==> config.mk <==
export PLATFORM = sky130hd
export DESIGN_NAME = rx_op_sequencer_flat
export DESIGN_NICKNAME = d
export VERILOG_FILES = /design/src/rtl/rx_op_sequencer_pkg.sv /design/src/rtl/rx_op_sequencer_if.sv /design/src/rtl/rx_op_sequencer_sw_sync_edge.sv /design/src/rtl/rx_op_sequencer.sv /design/src/flat_wrapper.sv
export SDC_FILE = /design/constraint.sdc
export NUM_CORES = 1
export LEC_CHECK = 0
export ABC_CLOCK_PERIOD_IN_PS = 1310
export CORE_MARGIN = 1
export CORE_UTILIZATION = 38
export CTS_BUF_LIST = sky130_fd_sc_hd__clkbuf_16
export CTS_CLUSTER_SIZE = 40
export DETAILED_ROUTE_END_ITERATION = 7
export PLACE_DENSITY = 0.68
export SYNTH_ARGS = -nofsm -noshare
export SYNTH_HDL_FRONTEND = slang
export SYNTH_SLANG_ARGS = --single-unit
==> constraint.sdc <==
create_clock -name CLOCK_50 -period 1.31 [get_ports CLOCK_50]
set_input_delay 0.1965 -clock CLOCK_50 [delete_from_list [all_inputs] [get_ports CLOCK_50]]
set_output_delay 0.1965 -clock CLOCK_50 [all_outputs]
set_load 0.1 [all_outputs]
==> src/rtl/rx_op_sequencer_pkg.sv <==
// Shared definitions for the operand-load / run sequencer.
// Latency: n/a (types and constants only).
// Backpressure: n/a.
//
// Contents: FSM state encoding (fixed values, read by the HEX display logic),
// default parameter values and a counter-width helper.

package rx_op_sequencer_pkg;

    // Encoding is visible on the state output, so the values are fixed.
    typedef enum logic [2:0] {
        ST_LOAD  = 3'd0,
        ST_FULL  = 3'd1,
        ST_START = 3'd2,
        ST_WAIT  = 3'd3,
        ST_DONE  = 3'd4,
        ST_ERR   = 3'd5
    } seq_state_e;

    localparam int NUM_OPERANDS_DEF = 4;
    localparam int RES_W_DEF        = 8;
    localparam int TIMEOUT_DEF      = 255;

    // Bits needed to hold the values 0..max_val inclusive.
    function automatic int cnt_w(input int max_val);
        return (max_val < 2) ? 1 : $clog2(max_val + 1);
    endfunction

endpackage

==> src/rtl/rx_op_sequencer_if.sv <==
// Bus bundle between the sequencer, the nibble receiver and the ML datapath.
// Latency: n/a (wires only).
// Backpressure: none; rx_dv is a one-cycle strobe, dp_done a completion flag.
//
// Signals:
//   rx_byte/rx_dv                    received nibble and its valid strobe
//   op_wr_en/op_wr_addr/op_wr_data   operand store write port
//   dp_start                         one-cycle datapath start pulse
//   dp_done/dp_result                datapath completion and result
// Modports: master = sequencer side, slave = receiver/datapath side.

interface rx_op_sequencer_if #(
    parameter int ADDR_W = 2,
    parameter int RES_W  = 8
);
    logic [3:0]        rx_byte;
    logic              rx_dv;
    logic              op_wr_en;
    logic [ADDR_W-1:0] op_wr_addr;
    logic [3:0]        op_wr_data;
    logic              dp_start;
    logic              dp_done;
    logic [RES_W-1:0]  dp_result;

    modport master (
        input  rx_byte, rx_dv, dp_done, dp_result,
        output op_wr_en, op_wr_addr, op_wr_data, dp_start
    );

    modport slave (
        output rx_byte, rx_dv, dp_done, dp_result,
        input  op_wr_en, op_wr_addr, op_wr_data, dp_start
    );
endinterface

==> src/rtl/rx_op_sequencer_sw_sync_edge.sv <==
// Synchronises a slow asynchronous switch/key level and flags its edges.
// Latency: an input change shows up on rise/fall after the 2nd clock edge,
//          so logic clocked by the same edge acts on it at the 3rd.
// Backpressure: none; rise/fall are single-cycle pulses.
//
// Ports:
//   clk, rst   clock, asynchronous active-high reset
//   sw         raw asynchronous level
//   rise/fall  one-cycle pulses on a synchronised 0->1 / 1->0 change

module sw_sync_edge (
    input  logic clk,
    input  logic rst,
    input  logic sw,
    output logic rise,
    output logic fall
);
    logic sync_q1;
    logic sync_q2;
    logic prev_q;

    always_ff @(posedge clk or posedge rst) begin
        if (rst) begin
            sync_q1 <= 1'b0;
            sync_q2 <= 1'b0;
            prev_q  <= 1'b0;
        end else begin
            sync_q1 <= sw;
            sync_q2 <= sync_q1;
            prev_q  <= sync_q2;
        end
    end

    assign rise = sync_q2 & ~prev_q;
    assign fall = ~sync_q2 & prev_q;

endmodule

==> src/rtl/rx_op_sequencer.sv <==
// Loads NUM_OPERANDS nibbles into the datapath, runs it on a switch edge, latches the result.
// Latency: operand write is combinational with rx_dv; dp_start 3 cycles after run_sw rises.
// Backpressure: none; nibbles arriving when no write is possible are dropped (flagged in FULL).
//
// Ports:
//   CLOCK_50, reset    clock, asynchronous active-high reset
//   run_sw             asynchronous run switch level
//   bus (master)       nibble input, operand write port, datapath start/done/result
//   result/result_valid  latched datapath result and "holds a completed run"
//   load_count         operands loaded so far (saturates at NUM_OPERANDS)
//   state              encoded FSM state for the HEX display
//   overflow           sticky: nibble received while FULL
//   error              datapath timed out

module rx_op_sequencer
    import rx_op_sequencer_pkg::*;
#(
    parameter int NUM_OPERANDS = NUM_OPERANDS_DEF,
    parameter int ADDR_W       = $clog2(NUM_OPERANDS),
    parameter int RES_W        = RES_W_DEF,
    parameter int TIMEOUT      = TIMEOUT_DEF
) (
    input  logic                CLOCK_50,
    input  logic                reset,
    input  logic                run_sw,
    rx_op_sequencer_if.master   bus,
    output logic [RES_W-1:0]    result,
    output logic                result_valid,
    output logic [ADDR_W:0]     load_count,
    output logic [2:0]          state,
    output logic                overflow,
    output logic                error
);
    localparam int LC_W = ADDR_W + 1;
    localparam int TO_W = cnt_w(TIMEOUT);

    localparam logic [LC_W-1:0] LAST_IDX = LC_W'(NUM_OPERANDS - 1);
    localparam logic [LC_W-1:0] FULL_CNT = LC_W'(NUM_OPERANDS);
    localparam logic [TO_W-1:0] TO_LAST  = TO_W'(TIMEOUT - 1);

    seq_state_e      state_q;
    seq_state_e      state_d;
    logic [TO_W-1:0] wait_cnt_q;

    logic sw_rise;
    logic sw_fall;

    // Control strobes decoded by the FSM, consumed by the datapath registers.
    logic accept;       // nibble written to the operand store
    logic ovf_set;      // nibble arrived while FULL
    logic clr_run;      // returning to LOAD from DONE/ERR
    logic done_hit;     // datapath finished inside the wait window
    logic timeout_hit;  // wait window exhausted

    sw_sync_edge u_run_sync (
        .clk  (CLOCK_50),
        .rst  (reset),
        .sw   (run_sw),
        .rise (sw_rise),
        .fall (sw_fall)
    );

    always_ff @(posedge CLOCK_50 or posedge reset) begin
        if (reset) begin
            state_q <= ST_LOAD;
        end else begin
            state_q <= state_d;
        end
    end

    always_comb begin
        state_d     = state_q;
        accept      = 1'b0;
        ovf_set     = 1'b0;
        clr_run     = 1'b0;
        done_hit    = 1'b0;
        timeout_hit = 1'b0;

        case (state_q)
            ST_LOAD: begin
                // A rise here is deliberately ignored: no partial runs. If it
                // coincides with the final nibble it is lost too, and the user
                // has to toggle run_sw again.
                if (bus.rx_dv && (load_count != FULL_CNT)) begin
                    accept = 1'b1;
                    if (load_count == LAST_IDX) begin
                        state_d = ST_FULL;
                    end
                end
            end
            ST_FULL: begin
                if (bus.rx_dv) begin
                    ovf_set = 1'b1;
                end
                if (sw_rise) begin
                    state_d = ST_START;
                end
            end
            ST_START: begin
                state_d = ST_WAIT;
            end
            ST_WAIT: begin
                // Completion is checked first so a done on the final cycle
                // of the window still counts as a successful run.
                if (bus.dp_done) begin
                    done_hit = 1'b1;
                    state_d  = ST_DONE;
                end else if (wait_cnt_q == TO_LAST) begin
                    timeout_hit = 1'b1;
                    state_d     = ST_ERR;
                end
            end
            ST_DONE, ST_ERR: begin
                if (sw_fall) begin
                    clr_run = 1'b1;
                    state_d = ST_LOAD;
                end
            end
            default: begin
                state_d = ST_LOAD;
            end
        endcase
    end

    // Load counter, sticky flags, result latch and wait-window counter.
    // The wait counter is cleared in START so WAIT always begins at 0; it
    // allows exactly TIMEOUT WAIT cycles before declaring a timeout.
    always_ff @(posedge CLOCK_50 or posedge reset) begin
        if (reset) begin
            load_count   <= '0;
            overflow     <= 1'b0;
            error        <= 1'b0;
            result       <= '0;
            result_valid <= 1'b0;
            wait_cnt_q   <= '0;
        end else begin
            if (accept) begin
                load_count <= load_count + LC_W'(1);
            end else if (clr_run) begin
                load_count <= '0;
            end

            if (ovf_set) begin
                overflow <= 1'b1;
            end else if (clr_run) begin
                overflow <= 1'b0;
            end

            if (timeout_hit) begin
                error <= 1'b1;
            end else if (clr_run) begin
                error <= 1'b0;
            end

            // result/result_valid survive the return to LOAD and are only
            // invalidated when the next run actually starts.
            if (state_q == ST_START) begin
                result_valid <= 1'b0;
            end else if (done_hit) begin
                result       <= bus.dp_result;
                result_valid <= 1'b1;
            end

            if (state_q == ST_START) begin
                wait_cnt_q <= '0;
            end else if (state_q == ST_WAIT) begin
                wait_cnt_q <= wait_cnt_q + TO_W'(1);
            end
        end
    end

    assign bus.op_wr_en   = accept;
    assign bus.op_wr_addr = load_count[ADDR_W-1:0];
    assign bus.op_wr_data = accept ? bus.rx_byte : 4'h0;
    assign bus.dp_start   = (state_q == ST_START);

    assign state = state_q;

endmodule

==> src/flat_wrapper.sv <==
// flat-port wrapper written by rule: the top's interface ports become plain ports
module rx_op_sequencer_flat import rx_op_sequencer_pkg::*;
#(
    parameter int NUM_OPERANDS = NUM_OPERANDS_DEF,
    parameter int ADDR_W       = $clog2(NUM_OPERANDS),
    parameter int RES_W        = RES_W_DEF,
    parameter int TIMEOUT      = TIMEOUT_DEF
)
  (CLOCK_50, reset, run_sw, result, result_valid, load_count, state, overflow, error, bus_rx_byte, bus_rx_dv, bus_dp_done, bus_dp_result, bus_op_wr_en, bus_op_wr_addr, bus_op_wr_data, bus_dp_start);
  rx_op_sequencer_if #(.ADDR_W(ADDR_W), .RES_W(RES_W)) bus_i ();
  input  logic CLOCK_50;
  input  logic reset;
  input  logic run_sw;
  output logic [RES_W-1:0] result;
  output logic result_valid;
  output logic [ADDR_W:0] load_count;
  output logic [2:0] state;
  output logic overflow;
  output logic error;
  input wire logic [$bits(bus_i.rx_byte)-1:0] bus_rx_byte;
  input wire logic [$bits(bus_i.rx_dv)-1:0] bus_rx_dv;
  input wire logic [$bits(bus_i.dp_done)-1:0] bus_dp_done;
  input wire logic [$bits(bus_i.dp_result)-1:0] bus_dp_result;
  output wire logic [$bits(bus_i.op_wr_en)-1:0] bus_op_wr_en;
  output wire logic [$bits(bus_i.op_wr_addr)-1:0] bus_op_wr_addr;
  output wire logic [$bits(bus_i.op_wr_data)-1:0] bus_op_wr_data;
  output wire logic [$bits(bus_i.dp_start)-1:0] bus_dp_start;
  assign bus_i.rx_byte = bus_rx_byte;
  assign bus_i.rx_dv = bus_rx_dv;
  assign bus_i.dp_done = bus_dp_done;
  assign bus_i.dp_result = bus_dp_result;
  assign bus_op_wr_en = bus_i.op_wr_en;
  assign bus_op_wr_addr = bus_i.op_wr_addr;
  assign bus_op_wr_data = bus_i.op_wr_data;
  assign bus_dp_start = bus_i.dp_start;
  rx_op_sequencer #(.NUM_OPERANDS(NUM_OPERANDS), .ADDR_W(ADDR_W), .RES_W(RES_W), .TIMEOUT(TIMEOUT)) u_core (.CLOCK_50(CLOCK_50), .reset(reset), .run_sw(run_sw), .bus(bus_i), .result(result), .result_valid(result_valid), .load_count(load_count), .state(state), .overflow(overflow), .error(error));
endmodule
# After elaboration in Yosys (flattened, before gate mapping)

Cells that the tools add are included.

Register bits after elaboration: 28
Input port bits: 17
Logic and storage cells: 68

Add/sub/neg operators: 2
Equality and inequality tests: 13
Mux-type cells: 28
Bitwise logic cells: 5
Reductions and logical operators: 10

Operator list:

| operator                                       | count |
|---|---|
| 2-to-1 mux 3 bit                               | 8 |
| 2-to-1 mux 1 bit                               | 16 |
| 2-to-1 mux 8 bit                               | 2 |
| case mux 3 bit (5 select lines)                | 1 |
| nonzero test 2 bit                             | 5 |
| == test 3 x 2 -> 1 bit (second input constant) | 3 |
| adder 8 x 1 -> 8 bit (second input constant)   | 1 |
| == test 8 bit (second input constant)          | 1 |
| != test 2 x 1 -> 1 bit (second input constant) | 4 |
| == test 3 bit (second input constant)          | 2 |
| AND reduction 5 bit                            | 1 |
| 2-to-1 mux 4 bit                               | 1 |
| adder 3 x 1 -> 3 bit (second input constant)   | 1 |
| == test 3 x 1 -> 1 bit (second input constant) | 1 |
| zero test 3 bit                                | 1 |
| != test 3 x 2 -> 1 bit (second input constant) | 1 |
| != test 3 bit (second input constant)          | 1 |
| NOT 1 bit                                      | 3 |
| bitwise AND 1 bit                              | 2 |
| AND reduction 2 bit                            | 1 |
| OR reduction 2 bit                             | 1 |
| logical AND 1 bit                              | 1 |

# Depth between registers and ports, before layout

Gate-level depths: netlist of the first run.

Depth after elaboration: 6
Mapped depth: 5
Mapped depth without buffers: 5

# Hierarchy

A second synthesis of the first run with hierarchy kept.

Cell total of the unflattened synthesis: 127
Area, all modules: 1,403.8 µm²

Modules (own cells, without submodules):

| module          | instances | cells each | area an instance (µm²) |
|---|---|---|---|
| rx_op_sequencer | 1         | 121        | 1,310.0 |
| sw_sync_edge    | 1         | 6          | 93.8 |

# Worst setup path before layout of the first run

No wires, ideal clock.

Path kind: reg-to-output
Start point: reg u_core.load_count[0]
End point: out bus_op_wr_data[0]
Arrival time: 3.358 ns
Data required time: 1.113 ns
Path slack: -2.245 ns
Cell stages (with the launch flop): 6
Cell sequence: dfrtp_1 -> inv_1 -> ha_1 -> a21oi_1 -> nor3b_4 -> and2_1

Longest elaborated chain between the ends: 5

RTL lines:

| element                | RTL line               | source |
|---|---|---|
| start, declared        | rx_op_sequencer.sv:29  | `output logic [ADDR_W:0] load_count,` |
| start signal, assigned | rx_op_sequencer.sv:138 | `load_count <= load_count + LC_W'(1);` |
| != test 3 bit          | rx_op_sequencer.sv:84  | `if (bus.rx_dv && (load_count != FULL_CNT)) begin` |
| logical AND 1 bit      | rx_op_sequencer.sv:84  |  |
| 2-to-1 mux 1 bit       | rx_op_sequencer.sv:84  |  |
| 2-to-1 mux 1 bit       | rx_op_sequencer.sv:79  | `case (state_q)` |
| net bus_op_wr_en       | flat_wrapper.sv:24     | `output wire logic [$bits(bus_i.op_wr_en)-1:0] bus_op_wr_en;` |
| 2-to-1 mux 4 bit       | rx_op_sequencer.sv:174 | `assign bus.op_wr_data = accept ? bus.rx_byte : 4'h0;` |
| end, declared          | flat_wrapper.sv:26     | `output wire logic [$bits(bus_i.op_wr_data)-1:0] bus_op_wr_data;` |

The timed path passes the listed nets, and every way through them passes these cells.

# Final worst setup path of the first run

Start point: reg u_core.load_count[0]
End point: out bus_op_wr_en

Longest elaborated chain between the ends: 4

RTL lines:

| element           | RTL line |
|---|---|
| != test 3 bit     | rx_op_sequencer.sv:84 |
| logical AND 1 bit | rx_op_sequencer.sv:84 |
| 2-to-1 mux 1 bit  | rx_op_sequencer.sv:84 |
| 2-to-1 mux 1 bit  | rx_op_sequencer.sv:79 |
| end, declared     | flat_wrapper.sv:24 |

No other way between the ends.

==> results of run 1 <==
==> layout by cell type, fill, tap and decap left out, drive strengths merged, types with 4 or more instances in the layout <==
cell	Yosys	final
clkdlybuf4s50	0	16
and2	4	4
dfrtp	28	28
nand2	9	9
nand3	4	5
a21oi	6	6
ha	5	5
o21ai	5	5
mux2i	4	4
inv	9	9
buf	5	56
mux2	8	8
==> worst min-delay path by stage <==
stage / end / slack (ns) / depth (start not counted)
floorplan: u_core.u_run_sync.sync_q1 / 0.23 / 0
finish: u_core.result[4] / 0.28 / 3
global placement: u_core.u_run_sync.sync_q2 / 0.34 / 0
CTS: u_core.result[2] / 0.28 / 3
detailed placement: u_core.u_run_sync.sync_q2 / 0.35 / 0
global route: u_core.result[5] / 0.30 / 3
==> registers in the layout, indices dropped and copies added (netlist names) <==
signal / flops
u_core.error: 1
u_core.result_valid: 1
u_core.u_run_sync.sync_q1: 1
u_core.result: 8
u_core.overflow: 1
u_core.u_run_sync.prev_q: 1
u_core.state: 3
u_core.u_run_sync.sync_q2: 1
u_core.load_count: 3
u_core.wait_cnt_q: 8
==> routing by layer <==
metal  share of wire  vias up
met5               0        -
met4           0.010        0
li1                -      569
met2            0.55       26
met1            0.41      611
met3           0.029        6
==> timing repair <==
| action | in CTS | in global routing |
|---|---|---|
| pin swaps | 11 | 6 |
| cloned | 1 | 0 |
| endpoints found under the setup margin | 30 | 33 |
| resized for setup | 23 | 14 |
| setup buffers | 5 | 7 |
| hold endpoints to repair | 0 | 0 |
| hold buffers | 0 | 0 |
==> per-stage QoR <==
stage	area, um2	utilization
after floorplan	1500	-
after global placement	2360	0.695
after detailed placement	2360	0.695
after CTS	2590	0.764
after global routing	2640	0.779
final	2640	0.779
==> cell type report <==
class	instances	share of cell area
timing repair buffer	72	0.360
multi-input combinational	78	0.301
sequential	28	0.273
clock buffer	3	0.0284
tap	46	0.0218
inverter	9	0.0142
clock inverter	1	0.00142
==> worst register-to-register path: stages, from the launching register on <==
cell and delay, ns:
dfrtp_4 0.51, buf_6 0.14, buf_6 0.12, nor2b_4 0.20
nand3_4 0.16, mux2_4 0.33
==> cell families after synthesis <==
logic type | Yosys count | synth area share
AND/OR/NAND/NOR | 38 | 0.188
multiplexers | 12 | 0.0949
XOR/XNOR | 1 | 0.00639
buffers and inverters | 14 | 0.0511
adder cells (fa/ha/maj) | 5 | 0.0456
AO/OA/AOI/OAI | 21 | 0.103
flip-flops | 28 | 0.511
==> results summary, run 1 <==
The flow ran to the end, but the final reports show violations. The final reports fail on setup timing. Detailed routing inserted a total of 1212 vias. The cell count after placement came out at 225. The mean number of vias per cell is 5.11. The count of yosys warnings during synthesis came out at 0. The sequential cell area came out at 721 um2.

The synthesized netlist cell count is 119. The number of clock buffers inserted by TritonCTS is 3. The maximum cell stage delay along the critical path came out at 0.41 ns. The sequential share of the synthesized area is 0.511.

The flop and latch count out of synthesis came out at 28. The logic depth of the worst path, buffers included came out at 6. The endpoint identified for the worst register-to-register timing path is u_core.result[7]. The core footprint is 3390 um2. The starting density of the core is 0.405. The proportion of register bits with asynchronous set or reset after synthesis came out at 1.00. For the worst setup path, the data required time is 1.11 ns.

In the global route stage, met2 resource usage came out at 0.404. The tightest hold path in the finished design has a slack of 0.275 ns. After synthesis the cells add up to 1370 um2.

In the finished design, the share of the clock period the worst path needs comes to 1.40. The maximum fanout along the worst path is 5. The number of max-slew violations in the final report came out at 0.

The aggregate negative setup slack is -7.15 ns. The clock insertion delay at the later pin of the skew report is 0.26 ns. The unique cell type count in the Yosys netlist is 38. The number of top-level design ports is 42.

The vertical extent of the die came out at 62.1 um. Synthesis produced a netlist with a net count of 141. The area of combinational cells with multiple inputs came out at 796 um2.

The mean instance size in the synthesized netlist is 11.5 um2. The initial antenna violation count is 0. Across every metal layer, demand over resource in global routing totals 0.231. The startpoint identified for the worst register-to-register timing path is u_core.state[2].

The via count of the first global-routing pass came out at 1302. Once detailed placement completed, the half-perimeter wirelength came to 2540 um. The total wirelength of the detailed-routed design came out at 3930 um. The floorplan die width is 62.1 um. The cell at the slowest stage of the critical path is dfrtp_4. The final critical-path setup slack came out at -0.529 ns. The detailed-route DRC error count came out at 0. For this run, global-route usage on met3 was measured as 0.0414. The busiest layer in global routing is met2.

The first-pass GRT wire length came out at 6250 um. The measured slew at the worst slew-check pin is 0.304 ns. Counting along the longest clock path gives a buffer depth of 2. Port buffering added 41 buffers. The capturing element of the worst setup path is bus_op_wr_en.

The worst setup path startpoint is u_core.load_count[0]. Between clock sinks in the finished design, the worst skew comes to 0.00263 ns. The met1 track demand over resource is 0.288. Summed over all instances, the cell type with the most area after synthesis is dfrtp_1. The kind of launch point of the worst setup path is a flop. The minimum clock period is 1.84 ns.

The share of synthesized area in the top cell type comes to 0.511. The routed wire length per instance came out at 16.6 um. The clock sink count came out at 28. The setup path with the least slack is of type flop to output pin. Setup repair after global routing could not meet its margin everywhere. The count of H-tree levels built during CTS is 1. The maximum number of pins on one net before global-route repair came out at 29.

The number of hold violations in the final report came out at 0. The number of cell instances on the worst register-to-register path is 5. In this run, synthesis inferred 0 flip-flops with an integrated enable.

The standard-cell row count came out at 21. The synthesis-to-finish area growth is 92.6%. The root buffer cell chosen for the clock tree is clkbuf_16. The leading cell type by number of instances after synthesis is dfrtp_1.

The register-to-register setup slack is -0.26 ns. Setup violations remaining at the end of the flow were counted as 33. After synthesis, the most frequently instantiated cells are dfrtp_1, inv_1, nand2_1. The number of violations reported at the end of detailed-routing iteration 0 came out at 61. On the critical path the largest part of the delay comes from buffers and inverters. STA classifies the critical path endpoint as an output pin.

The final estimated routing congestion in global placement is 0.822. TritonCTS built the clock tree. The count of nets left with antenna violations once routing finished came out at 0. The critical path contains buffers and inverters numbering 3 combined. The final standard cell count with taps included and fillers excluded came out at 237. The net count of the finished layout is 214. After synthesis, the cell types taking the most area are dfrtp_1, mux2_2, ha_1.

The worst slack at placement came out at -0.324 ns. The number of filler cells placed in the layout came out at 187. The most used flip-flop cell after synthesis is dfrtp_1. The clock slew seen by the registers of the worst setup and hold paths came out at 0.07 ns. The highest clock rate came out at 544 MHz.

The signal on the critical path passes through inv_2, ha_4, a21oi_2, nor3b_4, buf_4, buf_12. The number of maximum-capacitance constraint violations is 0. The worst-case headroom to the max-slew limit is 0.796. The total global routing overflow came out at 0. The number of antenna cells inserted is 0. STA puts the critical path data arrival time at 1.64 ns.

The floorplan step defined a die boundary enclosing 3850 um2. In the final layout, the share of cells above drive strength 1 is 0.565. The path class of the tightest hold or removal check is input port to asynchronous set/reset pin. The first-pass detailed-route iteration total came out at 4.
Power of run 1 is not shown: default switching activity piles up to over one toggle a cycle in this logic, so the estimate is an artifact.
==> run 2, diff against run 1 <==
Settings changed: TNS_END_PERCENT from default to 20.
==> run 2 against run 1 <==
  * Clock skew shrank 0.0010 ns
  * Register-to-register slack worse by 0.12 ns
  * Largest cell class unchanged
  * Critical endpoint is now bus_op_wr_data[2]
  * The run still ends with setup timing left
  * Routed wire length down 6.8%
  * Highest routed layer unchanged
  * Flip-flop and latch count stayed put
  * Maximum frequency is 1.5% lower
  * Non-clock buffer count grew 2
  * First-iteration DRC count fell by 18%
  * Core utilization down 3.7 points
  * Sequential share of layout area rose by 1.1 points
==> results summary, run 2 (same netlist as run 1, synthesis figures left out) <==
The synthesis-to-finish area growth came to 83.5% (was 92.6%). The maximum cell stage delay along the critical path came out at 0.42 ns (was 0.41 ns). The number of antenna cells inserted came out at 0 (unchanged). The detailed-route DRC error count is 0 (unchanged). The path class of the lowest-slack min-delay path is input port to asynchronous set/reset pin (unchanged). The sort of element at the end of the critical path is an output pin (unchanged). The routed via count came out at 1204 (was 1212).

The number of filler cells placed in the layout came out at 206 (was 187). The clock sink count is 28 (unchanged). The TritonCTS clock tree was yes (unchanged). The initial antenna violation count is 0 (unchanged). The worst flop-to-flop path startpoint is u_core.load_count[0] (was u_core.state[2]). The final estimated routing congestion in global placement came out at 0.843 (was 0.822).

The worst-case headroom to the max-slew limit came out at 0.778 (was 0.796). The cell at the slowest stage of the critical path is dfrtp_4 (unchanged). The count of H-tree levels built during CTS was 1 (unchanged).

The clock slew seen by the registers of the worst setup and hold paths came out at 0.07 ns (about the same). The required time at the endpoint of the critical path is 1.11 ns (about the same). Failing checks: setup timing (unchanged). The highest clock rate came out at 535 MHz (was 544 MHz). The global-route usage over all layers is 0.199 (was 0.231). The mean number of vias per cell came out at 5.06 (was 5.11).

Largest registers: u_core.result: 8 flops, u_core.wait_cnt_q: 8 flops (unchanged). The clock tree buffer depth came out at 2 (unchanged). The register-to-register setup slack came out at -0.38 ns (was -0.26 ns). The most common cell after layout, fill and taps aside is buf_12 (unchanged).

The total half-perimeter wirelength after legalization and detailed placement is 2570 um (was 2540 um). The first-pass GRT wire length came to 5470 um (was 6250 um). The vertical extent of the die is 62.1 um (unchanged). The standard-cell row count came out at 21 (unchanged). The arrival time of data at the critical path endpoint came out at 1.67 ns (was 1.64 ns). The cell chosen for the clock root is clkbuf_16 (unchanged). The placed instance area is 2260 um2 (was 2360 um2). The final net count is 215 (was 214). The worst setup path startpoint is u_core.load_count[0] (unchanged). The number of input and output port buffers inserted is 41 (unchanged). The number of max-slew violations in the final report came out at 0 (unchanged). The maximum number of pins on one net before global-route repair came out at 29 (unchanged).

The critical register-to-register path endpoint is u_core.load_count[0] (was u_core.result[7]). The aggregate negative setup slack is -5.25 ns (was -7.15 ns). The core footprint is 3390 um2 (unchanged). The number of antenna-violating nets in the routed design came out at 0 (unchanged).

The number of clock buffers inserted by TritonCTS came out at 3 (unchanged). Unrepaired setup endpoints after global routing: yes (unchanged). The kind of launch point of the worst setup path is a flop (unchanged). The routed wire length per instance came out at 15.4 um (was 16.6 um).

The via count of the first global-routing pass is 1217 (was 1302). The number of setup violations in the final report is 22 (was 33). The post-route standard cell area excluding fillers came out at 2520 um2 (was 2640 um2).

The final critical-path setup slack came out at -0.557 ns (was -0.529 ns). The number of top-level design ports came out at 42 (unchanged). The minimum clock period is 1.87 ns (was 1.84 ns). The number of maximum-capacitance constraint violations came out at 0 (unchanged). Commonest cells after routing, fill and taps aside: buf_12, buf_4, dfrtp_1 (was buf_12, dfrtp_1, buf_4).

The number of cell instances on the worst register-to-register path is 8 (was 5). The total wirelength of the detailed-routed design came to 3660 um (was 3930 um). The measured slew at the worst slew-check pin came out at 0.330 ns (was 0.304 ns). The cell class contributing the biggest share of worst-path delay is simple AND/OR/NAND/NOR gates (was buffers and inverters). Run status: finished with violations (unchanged). The ratio of cells with drive above 1 in the final layout is 0.516 (was 0.565). The maximum fanout along the worst path came out at 5 (unchanged). The floorplan die width came out at 62.1 um (unchanged). The number of violations reported at the end of detailed-routing iteration 0 came out at 50 (was 61).

The first-pass detailed-route iteration total came to 4 (unchanged). The critical path class is flop to output pin (unchanged). The ratio of final minimum period to clock period came out at 1.43 (was 1.40).

The count of buffer and inverter cells on the critical path is 2 (was 3). The total die area came to 3850 um2 (unchanged). Chain of cells forming the critical path: inv_2, ha_4, a21oi_2, nor3b_4, and2_4, buf_12 (was inv_2, ha_4, a21oi_2, nor3b_4, buf_4, buf_12). The total global routing overflow was 0 (unchanged).

The final hold slack came out at 0.267 ns (was 0.275 ns). The clock insertion delay at the later pin of the skew report is 0.26 ns (about the same). The worst clock skew came out at 0.00163 ns (was 0.00263 ns). The number of hold violations in the final report came out at 0 (unchanged). The starting density of the core came out at 0.405 (unchanged).
[run 2: final cells by class]
type	count	area, um2	share of cell area
Inverter	9	36.3	0.0144
Tap cell	46	57.6	0.0229
Clock buffer	3	75.1	0.0298
Multi-Input combinational cell	77	683	0.272
Clock inverter	1	3.75	0.00149
Timing Repair Buffer	74	947	0.376
Sequential cell	28	713	0.283
[run 2: what timing repair did]
action | in CTS | in global routing
hold buffers | 0 | 0
setup buffers | 1 | 10
pin swaps | 9 | 8
resized for setup | 14 | 9
setup endpoints to repair | 27 | 32
[run 2: how the worst max path moves through the flow]
stage / to / slack [ns] / cells past startpoint
floorplan: bus_op_wr_data[0] / -1.41 / 5
CTS: bus_op_wr_data[2] / -0.57 / 6
detailed placement: bus_op_wr_en / -0.34 / 5
global placement: bus_op_wr_en / -0.29 / 5
finish: bus_op_wr_data[2] / -0.56 / 6
global route: bus_op_wr_data[2] / -0.63 / 6
[run 2: metal layers]
metal,track usage,vias to the layer above,wire (um)
met5,0,-,0
met4,0.0794,0,60
met3,0.0476,6,162
met2,0.351,40,1960
met1,0.232,588,1480
li1,-,570,-
[run 2: metrics by stage]
| step | utilization | setup slack (ns) | std cells |
|---|---|---|---|
| final | 0.742 | -0.557 | 238 |
| after global routing | 0.742 | -0.628 | 238 |
| after CTS | 0.710 | -0.567 | 228 |
| after detailed placement | 0.667 | -0.340 | 223 |
| after global placement | 0.667 | -0.295 | 223 |
| after floorplan | - | -1.41 | 119 |
[run 2: worst register-to-register path, delay by kind of cell (launching register included)]
family                   cells  cell delay (ns)
flip-flops                   1             0.42
buffers and inverters        4             0.41
AND/OR/NAND/NOR              1             0.29
multiplexers                 1             0.20
adder cells (fa/ha/maj)      1             0.15
AO/OA/AOI/OAI                1             0.13
Power of run 2 is left out for the same reason.
